===== config.mk =====
export PLATFORM = sky130hd
export DESIGN_NAME = cnu_minsum_ctrl
export DESIGN_NICKNAME = d
export VERILOG_FILES = /design/src/rtl/cnu_minsum_ctrl_pkg.sv /design/src/rtl/cnu_minsum_ctrl_comp3in2out.sv /design/src/rtl/cnu_minsum_ctrl.sv
export SDC_FILE = /design/constraint.sdc
export NUM_CORES = 1
export LEC_CHECK = 0
export CAP_MARGIN = 20
export CORE_MARGIN = 2
export CORE_UTILIZATION = 45
export CTS_BUF_LIST = sky130_fd_sc_hd__clkbuf_2 sky130_fd_sc_hd__clkbuf_4 sky130_fd_sc_hd__clkbuf_8
export DETAILED_ROUTE_END_ITERATION = 10
export HOLD_SLACK_MARGIN = 0.05
export PLACE_DENSITY_LB_ADDON = 0.08
export SYNTH_ARGS = -nofsm -noshare
export SYNTH_HDL_FRONTEND = slang
export SYNTH_HIERARCHICAL = 1
export SYNTH_SLANG_ARGS = --single-unit

===== constraint.sdc =====
create_clock -name clk -period 2.35 [get_ports clk]
set_input_delay 0.3525 -clock clk [delete_from_list [all_inputs] [get_ports clk]]
set_output_delay 0.3525 -clock clk [all_outputs]
set_load 0.02 [all_outputs]

===== src/rtl/cnu_minsum_ctrl_pkg.sv =====
// Shared LDPC decoder definitions: check-node controller states and default sizing.
package cnu_minsum_ctrl_pkg;

  localparam int DEF_WIDTH = 7;
  localparam int DEF_DEG   = 24;
  localparam int DEF_IDXW  = 5;

  typedef enum logic [1:0] {
    ST_IDLE  = 2'd0,
    ST_ACCUM = 2'd1,
    ST_DONE  = 2'd2
  } cnu_state_e;

endpackage


===== src/rtl/cnu_minsum_ctrl_comp3in2out.sv =====
// Three-input comparator returning the smallest and second-smallest magnitude.
module comp3in2out #(
  parameter int WIDTH = 7
) (
  input  logic [WIDTH-1:0] in_1,
  input  logic [WIDTH-1:0] in_2,
  input  logic [WIDTH-1:0] in_3,
  output logic [WIDTH-1:0] out_1,
  output logic [WIDTH-1:0] out_2
);

  logic c12, c13, c23;

  assign c12 = (in_1 <= in_2);
  assign c13 = (in_1 <= in_3);
  assign c23 = (in_2 <= in_3);

  // Non-strict compares make every tie resolve to a real input, never the default.
  always_comb begin
    out_1 = '1;
    out_2 = '1;
    if (c12 && c13) begin
      out_1 = in_1;
      out_2 = c23 ? in_2 : in_3;
    end else if (!c12 && c23) begin
      out_1 = in_2;
      out_2 = c13 ? in_1 : in_3;
    end else begin
      out_1 = in_3;
      out_2 = c12 ? in_1 : in_2;
    end
  end

endmodule


===== src/rtl/cnu_minsum_ctrl.sv =====
// Min-sum check-node controller: accumulates one row of DEG magnitudes/signs into min, second min, argmin and sign product.
module cnu_minsum_ctrl
  import cnu_minsum_ctrl_pkg::*;
#(
  parameter int WIDTH = DEF_WIDTH,
  parameter int DEG   = DEF_DEG,
  parameter int IDXW  = DEF_IDXW
) (
  input  logic             clk,
  input  logic             rst,
  input  logic             start,
  input  logic             in_valid,
  output logic             in_ready,
  input  logic [WIDTH-1:0] in_mag,
  input  logic             in_sign,
  output logic             out_valid,
  input  logic             out_ready,
  output logic [WIDTH-1:0] min_v,
  output logic [WIDTH-1:0] submin_v,
  output logic [IDXW-1:0]  min_idx,
  output logic             sign_prod,
  output logic             busy
);

  localparam logic [IDXW-1:0] LAST_IDX = IDXW'(DEG - 1);

  cnu_state_e       state_q, state_d;
  logic [IDXW-1:0]  cnt_q, cnt_d;
  logic [WIDTH-1:0] min_q, min_d;
  logic [WIDTH-1:0] submin_q, submin_d;
  logic [IDXW-1:0]  idx_q, idx_d;
  logic             sign_q, sign_d;

  logic [WIDTH-1:0] cmp_min, cmp_sub;
  logic             accept;

  comp3in2out #(
    .WIDTH (WIDTH)
  ) u_cmp (
    .in_1  (min_q),
    .in_2  (submin_q),
    .in_3  (in_mag),
    .out_1 (cmp_min),
    .out_2 (cmp_sub)
  );

  assign accept = in_valid && (state_q == ST_ACCUM);

  always_comb begin
    state_d  = state_q;
    cnt_d    = cnt_q;
    min_d    = min_q;
    submin_d = submin_q;
    idx_d    = idx_q;
    sign_d   = sign_q;
    case (state_q)
      ST_IDLE: begin
        if (start) begin
          state_d  = ST_ACCUM;
          cnt_d    = '0;
          min_d    = '1;
          submin_d = '1;
          idx_d    = '0;
          sign_d   = 1'b0;
        end
      end
      ST_ACCUM: begin
        if (accept) begin
          min_d    = cmp_min;
          submin_d = cmp_sub;
          // Strict compare: on ties the earliest position keeps the index.
          if (in_mag < min_q) idx_d = cnt_q;
          sign_d = sign_q ^ in_sign;
          cnt_d  = cnt_q + IDXW'(1);
          if (cnt_q == LAST_IDX) state_d = ST_DONE;
        end
      end
      ST_DONE: begin
        if (out_ready) state_d = ST_IDLE;
      end
      default: state_d = ST_IDLE;
    endcase
  end

  always_ff @(posedge clk) begin
    if (rst) begin
      state_q  <= ST_IDLE;
      cnt_q    <= '0;
      min_q    <= '1;
      submin_q <= '1;
      idx_q    <= '0;
      sign_q   <= 1'b0;
    end else begin
      state_q  <= state_d;
      cnt_q    <= cnt_d;
      min_q    <= min_d;
      submin_q <= submin_d;
      idx_q    <= idx_d;
      sign_q   <= sign_d;
    end
  end

  assign in_ready  = (state_q == ST_ACCUM);
  assign out_valid = (state_q == ST_DONE);
  assign busy      = (state_q != ST_IDLE);
  assign min_v     = min_q;
  assign submin_v  = submin_q;
  assign min_idx   = idx_q;
  assign sign_prod = sign_q;

endmodule


# Word level (Yosys, flattened, before mapping)
# Index checks and enable logic that the tools add are counted.
dict set report op_classes {
  n_shift 0
  n_bitwise 1
  reduce_logical 12
  eq_ne 11
  order_cmp 4
  div 0
  add_sub_neg 1
  mux 26
  multipliers 0
}
# op count
set ops {}
lappend ops {{7-bit 2-to-1 mux} 10}
lappend ops {{7-bit one-hot mux with 2 select lines} 2}
lappend ops {{7-bit less-or-equal comparator} 3}
lappend ops {{5-bit 2-to-1 mux} 4}
lappend ops {{5-bit one-hot mux with 2 select lines} 2}
lappend ops {{4-bit AND reduction} 3}
lappend ops {{2-bit 2-to-1 mux} 4}
lappend ops {{2-bit by 1-bit inequality test with 1-bit output (second input constant)} 4}
lappend ops {{7-bit < comparator} 1}
lappend ops {{2-bit one-hot mux with 3 select lines} 1}
lappend ops {{5-bit by 1-bit adder with 5-bit output (second input constant)} 1}
lappend ops {{5-bit == test (second input constant)} 1}
lappend ops {{5-bit AND reduction} 1}
lappend ops {{2-bit inequality test (second input constant)} 2}
lappend ops {{4-bit by 1-bit inequality test with 1-bit output (second input constant)} 1}
lappend ops {{2-bit nonzero test} 2}
lappend ops {{1-bit logical AND} 3}
lappend ops {{3-bit inequality test (second input constant)} 1}
lappend ops {{3-bit AND reduction} 1}
lappend ops {{2-bit by 1-bit == test with 1-bit output (second input constant)} 1}
lappend ops {{2-bit == test (second input constant)} 1}
lappend ops {{2-bit logical NOT} 1}
lappend ops {{1-bit 2-to-1 mux} 2}
lappend ops {{1-bit one-hot mux with 2 select lines} 1}
lappend ops {{2 further kinds} 2}
dict set report totals {
  mem_bits_ro 0
  latchBits 0
  mem_bits_rw 0
  regBits 27
  mem_count 0
  inputBits 13
}

# Longest topological paths before layout
# Gate-level depths: netlist of the first run.
dict set report depth {
  word_depth 7
  mapped_depth 12
}

# Hierarchy
# Netlist of the first run, hierarchy kept.
# mod n_inst area_per_inst_um2 seq_area_each_um2 cells_per_inst
set by_module_without_submodules {}
lappend by_module_without_submodules {cnu_minsum_ctrl 1 1298.7 540.5 141}
lappend by_module_without_submodules {comp3in2out 1 767.0 0.0 105}

# Least setup slack after synthesis of the first run
# No wires, ideal clock.
dict set report synth_timing {
  path_type {reg2reg}
  from {register submin_q[6], in the netlist submin_v[6]}
  to {register submin_q[1], in the netlist submin_v[1]}
  t_arrival_ps 2275
  path_stages_with_launch 13
  required_ps 2233
  setup_ps 117
  path_slack_ps -43
  synth_period_minus_slack_ps 2393
  path_cell_list {dfxtp_1 -> inv_1 -> ha_1 -> a21oi_1 -> o21ai_0 -> o22a_2 -> or2_1 -> buf_6 -> o21ai_4 -> a222oi_1 -> nand3b_1 -> o21ai_0 -> nand2b_1}
}
dict set report synth_between {
  elab_chain_len 7
  word_cells_on_any_way 12
  cone_classes {order compare: 2; eq/ne: 2; mux: 4; reduce/logical: 4}
}
# element line_no
set synth_lines {}
lappend synth_lines {{start, declared} cnu_minsum_ctrl.sv:30} ;# logic [WIDTH-1:0] submin_q, submin_d;
lappend synth_lines {{start signal, assigned} cnu_minsum_ctrl.sv:97} ;# submin_q <= submin_d;
lappend synth_lines {{7-bit less-or-equal comparator} cnu_minsum_ctrl_comp3in2out.sv:14} ;# assign c12 = (in_1 <= in_2);
lappend synth_lines {{1-bit logical NOT} cnu_minsum_ctrl_comp3in2out.sv:25} ;# end else if (!c12 && c23) begin
lappend synth_lines {{1-bit logical AND} cnu_minsum_ctrl_comp3in2out.sv:25}
lappend synth_lines {{7-bit 2-to-1 mux} cnu_minsum_ctrl_comp3in2out.sv:25}
lappend synth_lines {{7-bit 2-to-1 mux (*)} cnu_minsum_ctrl_comp3in2out.sv:22} ;# if (c12 && c13) begin
lappend synth_lines {{net cmp_sub[1]} cnu_minsum_ctrl.sv:34} ;# logic [WIDTH-1:0] cmp_min, cmp_sub;
lappend synth_lines {{7-bit 2-to-1 mux (*)} cnu_minsum_ctrl.sv:68} ;# if (accept) begin
lappend synth_lines {{7-bit one-hot mux with 2 select lines (*)} cnu_minsum_ctrl.sv:56} ;# case (state_q)
# The timed path passes the listed nets; every way through them passes the cells marked *. The select of a mux whose other input is x is not followed.
# A chain may end at the register's enable or synchronous reset.

# Worst setup path after layout of the first run
dict set report layout_timing {
  from {register submin_q[4], in the netlist submin_v[4]}
  to {register submin_q[1], in the netlist submin_v[1]}
}
# The elaborated chain is that of the path after synthesis.

==> results.tsv, run 1 <==
metric	value	unit
yosys.area_share.adder	0.170	
floorplan.io_pins	36	
max_slew_margin	0.655	
root_buffer	sky130_fd_sc_hd__clkbuf_8	
place_congestion	0.878	
drv.max_cap_violation_count	0	
worst_setup_hold_path_clk_slew	100	ps
seqPwrFrac	0.359	
hold_wc_startpoint	min_idx[0]	
post-synth-top-count-cell	sky130_fd_sc_hd__inv_1	
via_per_inst	5.71	
critical_path.max_stage_delay	360	ps
antenna_found_initial	0	
synth-async-reset-ratio	0	
cts_inserted_buffers	3	
ctsLongestPathBuffers	2	
grtUsageMet1	0.316	
worst_hold_slack	490	ps
leakage_component_of_the_power	1.34	nW
grt_most_used_layer	met2	
post_route_cells_drive_above_1_share	0.329	
vias_in_the_first_global_route	1947	
startpoint_type	register	
synth.ff_latch_count	27	
p_int	861	uW
reg2regPathDepth	11	
clock_tree.htree_level_count	1	
synth_xor_xnor_area_share	0.0170	
utilization	0.691	
post-dp-hpwl	4240	um
endpoint_with_the_worst_hold_slack	min_idx[0]	
synth_top_flop_cell	sky130_fd_sc_hd__dfxtp_1	
timing.fmax	440	MHz
use_met2	0.382	
worstSetupEndpointType	register	
cts_num_sinks	27	
synth.yosys.warnings	6	
worstHoldPathCells	1	
synth.yosys.seq_area_share	0.262	
synth_compound_area_frac	0.249	
synth_fp_nets	287	
die_w	71.8	um
critical_path.reg2reg.endpoint	submin_v[1]	
vias	2100	
critPathKind	reg -> reg	
synth_top_family_by_area	compound AO/OA/AOI/OAI gates	
crit_slowest_cell	sky130_fd_sc_hd__dfxtp_4	
die-area	0.00515	sq mm
globalRouteTotalUtil	0.230	
grt-ovfl-total	0	
clock_latency	280	ps
comb_power_share	0.429	
clock_power_share	0.212	
synth_edf_count	0	
synth_common_cells	31 x sky130_fd_sc_hd__inv_1, 28 x sky130_fd_sc_hd__ha_1, 27 x sky130_fd_sc_hd__dfxtp_1, 20 x sky130_fd_sc_hd__a21oi_1	
peakVddDrop	0.000257	V
cp.required	2530	ps
switching_share	0.367	
syn_avg_cell_area	8.40	sq um
netlist_area	0.00207	sq mm
power_density	449	mW/mm^2
report.final.setup_viol	0	
yosys_top_cell_area_share	0.262	
core_region_area	0.00438	sq mm
syn_to_final_growth	46.7	%
timing.critical_path.fanout_max	7	
timing.final.hold_violations	0	
run_status	complete, no violations	
yosysUniqueCellTypes	41	
totalWireLength	5860	um
final_number_of_max_transition_violations	0	
met3_usage	0.0253	
arrival	2450	ps
remaining_drc_errors	0	
synthSimpleGateAreaFrac	0.216	
timing.final.crit_period	2270	ps
synth.top_cells.by_area	sky130_fd_sc_hd__dfxtp_1 26%, sky130_fd_sc_hd__ha_1 17%, sky130_fd_sc_hd__nand3b_1 6.2%, sky130_fd_sc_hd__inv_1 5.6%, sky130_fd_sc_hd__a21oi_1 4.8%	
power.switching	498	uW
insertedDiodeCount	0	
initial_utilization	0.471	
timing.reg2reg.setup_slack	80	ps
portBuffers	35	
placed_area	0.00267	sq mm
rsz0062_at_grt	yes	
grt_pass1_wl	9360	um
finalNetCount	358	
synth.area.mux_share	0.00485	
first_iter_violations	193	
worst-slew-pin-transition	516	ps
tritoncts	built	
ant_nets	0	
cp_cell_sequence	inv_2, ha_4, a21oi_2, o21ai_2, o22a_2, or2_4, o21ai_4, a222oi_1, nand3b_1, o21ai_1, nand2b_1	
grt_start_max_net_pins	22	
final.period_utilization	0.967	
routedWlPerCell	15.9	um
drtPass1Iterations	5	
final_design_area_no_fill	0.00303	sq mm
die_height	71.8	um
netlist_instances	246	
instances_no_fill	368	
synth_top_cell_by_area	sky130_fd_sc_hd__dfxtp_1	
skew	3.36	ps
tightest_hold_check_type	reg -> reg	
post-place-cells	355	
timing.rr.start	submin_v[4]	
rows	24	
[metal layers]
metal,wire length (um),part of all wire
met1,2720,0.46
met2,2820,0.48
met3,268,0.046
met4,54,0.0092
met5,0,0
[layout by cell type (no fill, tap or decap), drive strengths merged, types with 4 or more instances in the layout]
| cell | instances |
|---|---|
| a21oi | 22 |
| a222oi | 7 |
| a22o | 5 |
| buf | 40 |
| clkdlybuf4s50 | 28 |
| dfxtp | 27 |
| dlygate4sd2 | 6 |
| ha | 28 |
| inv | 31 |
| nand2 | 10 |
| nand2b | 16 |
| nand3 | 4 |
| nand3b | 17 |
| nand4 | 6 |
| nor2 | 12 |
| o21ai | 20 |
| o22ai | 9 |
[through the flow]
step	setup WS (ps)	power [mW]	setup TNS (ps)
global route	-44.7	1.43	-75.4
detailed placement	-546	0.995	-7110
global placement	-522	0.990	-6670
floorplan	5.65	0.825	0
CTS	8.68	1.32	0
finish	77.4	1.36	0
[sequential cells by signal, summed over array words and instances, names as in the netlist]
name and count:
state_q 2, min_v 7, min_idx 5, submin_v 7, cnt_q 5, sign_prod 1
[logic make-up after synthesis]
kind of cell	Yosys count
compound gates	72
xor+xnor	4
fa+ha+maj	28
buf+inv	40
flops	27
mux	1
simple gates	74
[critical path: cells and delay by family, from the launching register on]
| family | cells | cell delay [ps] |
|---|---|---|
| AO/OA/AOI/OAI | 6 | 970 |
| buffers and inverters | 1 | 80 |
| adder cells (fa/ha/maj) | 1 | 210 |
| AND/OR/NAND/NOR | 3 | 530 |
| flip-flops | 1 | 360 |
[area by class of cell]
cell class / count / area, sq um
repair buffers: 75 / 657
fillers: 374 / 1350
well taps: 52 / 65.1
multi-input cells: 179 / 1570
inverters: 31 / 119
flip-flops and latches: 27 / 573
clock buffers: 3 / 41.3
clock inverters: 1 / 7.51
[repair_timing]
action | CTS | global route
buffers inserted | 4 | 6
setup endpoints to repair | 14 | 14
hold buffers | 0 | 0
endpoints found under the hold margin | 0 | 0
resized for setup | 35 | 37
pin swaps | 11 | 17
[power by group through the flow]
stage	combinational (mW)	clock (mW)	sequential, mW
floorplan	0.317	0	0.508
finish	0.583	0.288	0.489
global placement	0.489	0	0.501
CTS	0.538	0.292	0.490
detailed placement	0.494	0	0.501
global route	0.633	0.309	0.492
[how the worst max path moves through the flow]
stage                     start     endpoint  cells after the start  slack, ps
global route        submin_v[6]  submin_v[1]                     11        -40
finish              submin_v[4]  submin_v[1]                     11         80
floorplan              min_v[6]  submin_v[6]                     11          6
global placement      in_mag[6]  submin_v[0]                     12       -520
CTS                 submin_v[4]  submin_v[2]                     11          9
detailed placement    in_mag[6]  submin_v[6]                     12       -550
Power figures use the tool's default switching activity.
==> inputs of run 2 (changes only) <==
--- a/config.mk
+++ b/config.mk
@@ -5,6 +5,7 @@
 export SDC_FILE = /design/constraint.sdc
 export NUM_CORES = 1
 export LEC_CHECK = 0
+export ABC_AREA = 0
 export CAP_MARGIN = 20
 export CORE_MARGIN = 2
 export CORE_UTILIZATION = 45
@@ -12,6 +13,7 @@
 export DETAILED_ROUTE_END_ITERATION = 10
 export HOLD_SLACK_MARGIN = 0.05
 export PLACE_DENSITY_LB_ADDON = 0.08
+export SETUP_SLACK_MARGIN = 0.05
 export SYNTH_ARGS = -nofsm -noshare
 export SYNTH_HDL_FRONTEND = slang
 export SYNTH_HIERARCHICAL = 1
==> results.tsv, run 2 (synthesis results as in run 1) <==
metric	value	unit	change
timing.critical_path.fanout_max	7		unchanged
floorplan.io_pins	36		unchanged
reg2regPathDepth	11		unchanged
ant_nets	0		unchanged
crit_slowest_cell	sky130_fd_sc_hd__dfxtp_4		
remaining_drc_errors	0		unchanged
post_route_cells_drive_above_1_share	0.329		about the same
worst-slew-pin-transition	523	ps	+7.41 ps
antenna_found_initial	0		unchanged
clock_latency	280	ps	about the same
grt_pass1_wl	9130	um	-2.4%
insertedDiodeCount	0		unchanged
timing.final.crit_period	2280	ps	+3.16 ps
grt-ovfl-total	0		unchanged
first_iter_violations	225		+17%
cts_num_sinks	27		unchanged
die-area	0.00515	sq mm	unchanged
final_number_of_max_transition_violations	0		unchanged
cp.required	2530	ps	about the same
max_slew_margin	0.650		-0.00495
routedWlPerCell	15.9	um	-0.30%
die_height	71.8	um	unchanged
fillers	351		-6.1%
seqCellArea	573	sq um	unchanged
initial_utilization	0.471		unchanged
portBuffers	35		unchanged
critical_path.max_stage_delay	400	ps	+40 ps
critPathKind	reg -> reg		
root_buffer	sky130_fd_sc_hd__clkbuf_8		
cp_cell_sequence	inv_4, ha_4, a21oi_4, a21oi_4, o22a_2, or2_4, o21ai_4, a222oi_1, nand3b_1, o21ai_1, nand2b_1		
utilization	0.698		+0.00656
power_density	451	mW/mm^2	+0.61%
place_congestion	0.883		+0.60%
drv.max_cap_violation_count	0		unchanged
mostFrequentLayoutCells	34 x sky130_fd_sc_hd__buf_4, 28 x sky130_fd_sc_hd__clkdlybuf4s50_1, 22 x sky130_fd_sc_hd__inv_1, 17 x sky130_fd_sc_hd__nand3b_1		
timing.fmax	439	MHz	-0.14%
worstHoldPathCells	1		unchanged
die_w	71.8	um	unchanged
tritoncts	built		
tightest_hold_check_type	reg -> reg		
drtPass1Iterations	6		+1
vias_in_the_first_global_route	1875		-3.7%
cts_inserted_buffers	3		unchanged
finalNetCount	355		-0.84%
clock_tree.htree_level_count	1		unchanged
final.period_utilization	0.968		+0.00135
report.final.setup_viol	0		unchanged
timing.critical_path.mode_cell	sky130_fd_sc_hd__a21oi_4		
arrival	2450	ps	about the same
rsz0062_at_grt	yes		
worst_setup_hold_path_clk_slew	110	ps	about the same
via_per_inst	5.71		about the same
globalRouteTotalUtil	0.226		-0.00390
startpoint_type	register		
skew	11.7	ps	+8.32 ps
multiInputGateArea	0.00161	sq mm	+2.7%
totalWireLength	5800	um	-1.1%
post-dp-hpwl	4200	um	-0.77%
syn_to_final_growth	48.1	%	
peakVddDrop	0.000404	V	+57%
grt_start_max_net_pins	22		unchanged
vias	2083		-0.81%
worst_hold_slack	489	ps	-1.32 ps
placed_area	0.00268	sq mm	+0.47%
worstSetupEndpointType	register		
run_status	complete, no violations		
rows	24		unchanged
final_design_area_no_fill	0.00306	sq mm	+0.95%
core_region_area	0.00438	sq mm	unchanged
leakage_component_of_the_power	1.34	nW	about the same
ctsLongestPathBuffers	2		unchanged
timing.final.hold_violations	0		unchanged
final_common_cell	sky130_fd_sc_hd__buf_4		
## run 2: worst max-delay path, delay by kind of cell (launching register included)
kind / cells / cell delay, ps
and+or+nand+nor: 3 / 520
AOI/OAI and AO/OA: 6 / 980
buffers and inverters: 1 / 40
DFF: 1 / 400
adders and majority gates: 1 / 220
## run 2: metal layers
| metal | GRT usage | share of wire | vias up |
|---|---|---|---|
| met1 | 0.312 | 0.45 | 957 |
| met3 | 0.0338 | 0.069 | 8 |
| met4 | 0.0692 | 0.014 | 0 |
| li1 | - | - | 1027 |
| met5 | 0 | 0 | - |
| met2 | 0.366 | 0.47 | 91 |
## run 2: layout make-up
cell class,instances,share of cell area
multi-input cells,179,0.526
repair buffers,72,0.210
flip-flops and latches,27,0.187
inverters,31,0.0389
well taps,52,0.0213
clock buffers,3,0.0135
clock inverters,1,0.00245
## run 2: per-stage QoR
step | setup WS, ps | cells | total power, mW | TNS [ps]
after floorplan | 57.3 | 246 | 0.826 | 0
after global placement | -521 | 356 | 0.986 | -6610
after global routing | -2.98 | 365 | 1.46 | -5.47
final | 74.2 | 365 | 1.38 | 0
after CTS | 56.5 | 364 | 1.32 | 0
after detailed placement | -536 | 356 | 0.990 | -6920
## run 2: worst paths after layout
path,endpoint,slack (ps),from
max,submin_v[1],70,submin_v[2]
min,min_idx[4],490,cnt_q[4]
max reg2reg,submin_v[1],70,submin_v[2]
min reg2reg,min_idx[4],490,cnt_q[4]
## run 2: power by group
part	switching [mW]	total, mW	internal, mW
registers	0.0234	0.489	0.466
clock network	0.165	0.286	0.121
logic	0.322	0.606	0.284
## run 2: what timing repair did
| action | in CTS | in global routing |
|---|---|---|
| pin swaps | 9 | 14 |
| gates resized for setup | 34 | 42 |
| gates cloned | 0 | 0 |
| hold buffers | 0 | 0 |
| endpoints found under the setup margin | 14 | 14 |
| setup buffers | 4 | 1 |
==> inputs of run 3 (changes only) <==
--- a/config.mk
+++ b/config.mk
@@ -8,12 +8,13 @@
 export ABC_AREA = 0
 export CAP_MARGIN = 20
 export CORE_MARGIN = 2
-export CORE_UTILIZATION = 45
+export CORE_UTILIZATION = 25
 export CTS_BUF_LIST = sky130_fd_sc_hd__clkbuf_2 sky130_fd_sc_hd__clkbuf_4 sky130_fd_sc_hd__clkbuf_8
 export DETAILED_ROUTE_END_ITERATION = 10
 export HOLD_SLACK_MARGIN = 0.05
 export PLACE_DENSITY_LB_ADDON = 0.08
 export SETUP_SLACK_MARGIN = 0.05
+export SKIP_LAST_GASP = 1
 export SYNTH_ARGS = -nofsm -noshare
 export SYNTH_HDL_FRONTEND = slang
 export SYNTH_HIERARCHICAL = 1
==> results.tsv, run 3 (synthesis results as in run 1) <==
metric	value	unit	change
routedWlPerCell	15.4	um	-2.8%
timing.final.hold_violations	0		unchanged
worst_hold_slack	489	ps	+0.594 ps
cts_inserted_buffers	3		unchanged
ant_nets	0		unchanged
critPathKind	reg -> reg		
post_route_cells_drive_above_1_share	0.355		+0.0257
power_density	449	mW/mm^2	-0.65%
post-dp-hpwl	5050	um	+20%
timing.critical_path.fanout_max	6		-1
peakVddDrop	0.000262	V	-35%
globalRouteTotalUtil	0.157		-0.0696
drv.max_cap_violation_count	0		unchanged
worst-slew-pin-transition	427	ps	-96.1 ps
post-place-cells	422		+19%
syn_to_final_growth	54.1	%	
finalSetupTns	0	ps	unchanged
grt_start_max_net_pins	29		+32%
clock_tree.htree_level_count	1		unchanged
portBuffers	35		unchanged
report.power.total	1.43	mW	+3.4%
tritoncts	built		
rsz0062_at_grt	yes		
multiInputGateArea	0.00156	sq mm	-3.0%
endpoint_with_the_worst_hold_slack	min_idx[4]		
hold_wc_startpoint	min_idx[4]		
place_congestion	0.748		-15%
report.final.setup_viol	0		unchanged
timing.final.crit_period	2280	ps	+8.51 ps
seqCellArea	578	sq um	+0.87%
die_height	94.9	um	+32%
worstSetupEndpointType	register		
ctsLongestPathBuffers	2		unchanged
cts_hold_buffers	0		unchanged
clock_latency	280	ps	about the same
insertedDiodeCount	0		unchanged
totalWireLength	6670	um	+15%
via_per_inst	4.82		-16%
core_region_area	0.00809	sq mm	+85%
die-area	0.00901	sq mm	+75%
reg2regPathDepth	11		unchanged
leakage_component_of_the_power	1.38	nW	+3.0%
initial_utilization	0.255		-0.216
grt-ovfl-total	0		unchanged
grt_pass1_wl	10800	um	+18%
vias_in_the_first_global_route	2101		+12%
worst_setup_hold_path_clk_slew	110	ps	about the same
first_iter_violations	97		-57%
timing.fmax	438	MHz	-0.37%
tightest_hold_check_type	reg -> reg		
final_number_of_max_transition_violations	0		unchanged
rows	33		+38%
worstHoldPathCells	1		unchanged
die_w	94.9	um	+32%
startpoint_type	register		
final_common_cell	sky130_fd_sc_hd__buf_4		
critical_path.reg2reg.endpoint	submin_v[5]		
mostFrequentLayoutCells	48 x sky130_fd_sc_hd__buf_4, 28 x sky130_fd_sc_hd__clkdlybuf4s50_1, 19 x sky130_fd_sc_hd__inv_1, 17 x sky130_fd_sc_hd__nand3b_1		
timing.rr.start	submin_v[6]		
cts_num_sinks	27		unchanged
run_status	complete, no violations		
root_buffer	sky130_fd_sc_hd__clkbuf_8		
instances_no_fill	432		+18%
remaining_drc_errors	0		unchanged
timing.reg2reg.setup_slack	70	ps	about the same
drtPass1Iterations	6		unchanged
antenna_found_initial	0		unchanged
finalNetCount	369		+3.9%
arrival	2510	ps	+60 ps
fillers	884		+150%
cp.required	2580	ps	+50 ps
skew	5.71	ps	-5.97 ps
max_slew_margin	0.713		+0.0625
final.period_utilization	0.972		+0.00362
vias	2082		-0.048%
floorplan.io_pins	36		unchanged
-- run 3: cell count changes in the layout (fill, tap and decap cells not counted), moves of 3 or more --
cell / before / now
sky130_fd_sc_hd__o21ai_1: 11 / 4
sky130_fd_sc_hd__inv_2: 8 / 11
sky130_fd_sc_hd__buf_4: 34 / 48
sky130_fd_sc_hd__o21ai_2: 0 / 3
sky130_fd_sc_hd__o21ai_0: 6 / 11
sky130_fd_sc_hd__inv_1: 22 / 19
-- run 3: worst max-delay path by stage --
stage	to	slack, ps	start
2_1_floorplan	submin_v[6]	60	submin_v[6]
3_3_place_gp	submin_v[5]	-570	in_mag[2]
5_1_grt	min_v[5]	-70	submin_v[6]
6_report	submin_v[5]	70	submin_v[6]
4_1_cts	submin_v[5]	50	min_v[3]
3_5_place_dp	submin_v[5]	-580	in_mag[5]
-- run 3: routing by layer --
layer | global-route usage | wire length, um | vias to the layer above
li1 | - | - | 1057
met1 | 0.212 | 3190 | 969
met2 | 0.265 | 3130 | 54
met3 | 0.0215 | 315 | 2
met4 | 0.0350 | 30 | 0
met5 | 0 | 0 | -
-- run 3: through the flow --
stage	setup slack, ps	area, sq um	utilization
2_1_floorplan	57.3	2070	-
3_3_place_gp	-574	2850	0.353
3_5_place_dp	-582	2850	0.353
4_1_cts	54.4	3090	0.382
5_1_grt	-71.1	3180	0.393
6_report	65.7	3180	0.393
-- run 3: repair_timing --
action,CTS,global route
endpoints found under the setup margin,14,14
buffers inserted,4,3
pin swaps,13,16
gates resized for setup,48,20
-- run 3: report_power, final --
part / switching (mW) / internal (mW) / total, mW
combinational: 0.325 / 0.320 / 0.645
sequential: 0.0200 / 0.465 / 0.485
clock: 0.177 / 0.121 / 0.298
total: 0.522 / 0.906 / 1.43
-- run 3: layout make-up --
class                      count  area share
multi-input combinational    179       0.491
inverter                      31      0.0373
sequential                    27       0.182
clock inverter                 1     0.00236
timing repair buffer          86       0.234
tap                          105      0.0413
clock buffer                   3      0.0130
-- run 3: critical path, stage by stage (launching register included) --
cell and delay (ps):
sky130_fd_sc_hd__dfxtp_4 370, sky130_fd_sc_hd__buf_6 120, sky130_fd_sc_hd__ha_4 260, sky130_fd_sc_hd__nand4_1 180
sky130_fd_sc_hd__buf_4 200, sky130_fd_sc_hd__o22ai_4 190, sky130_fd_sc_hd__or2_4 200, sky130_fd_sc_hd__o21ai_4 80
sky130_fd_sc_hd__a222oi_1 350, sky130_fd_sc_hd__nand3b_1 160, sky130_fd_sc_hd__o21ai_1 60, sky130_fd_sc_hd__nand2b_1 60
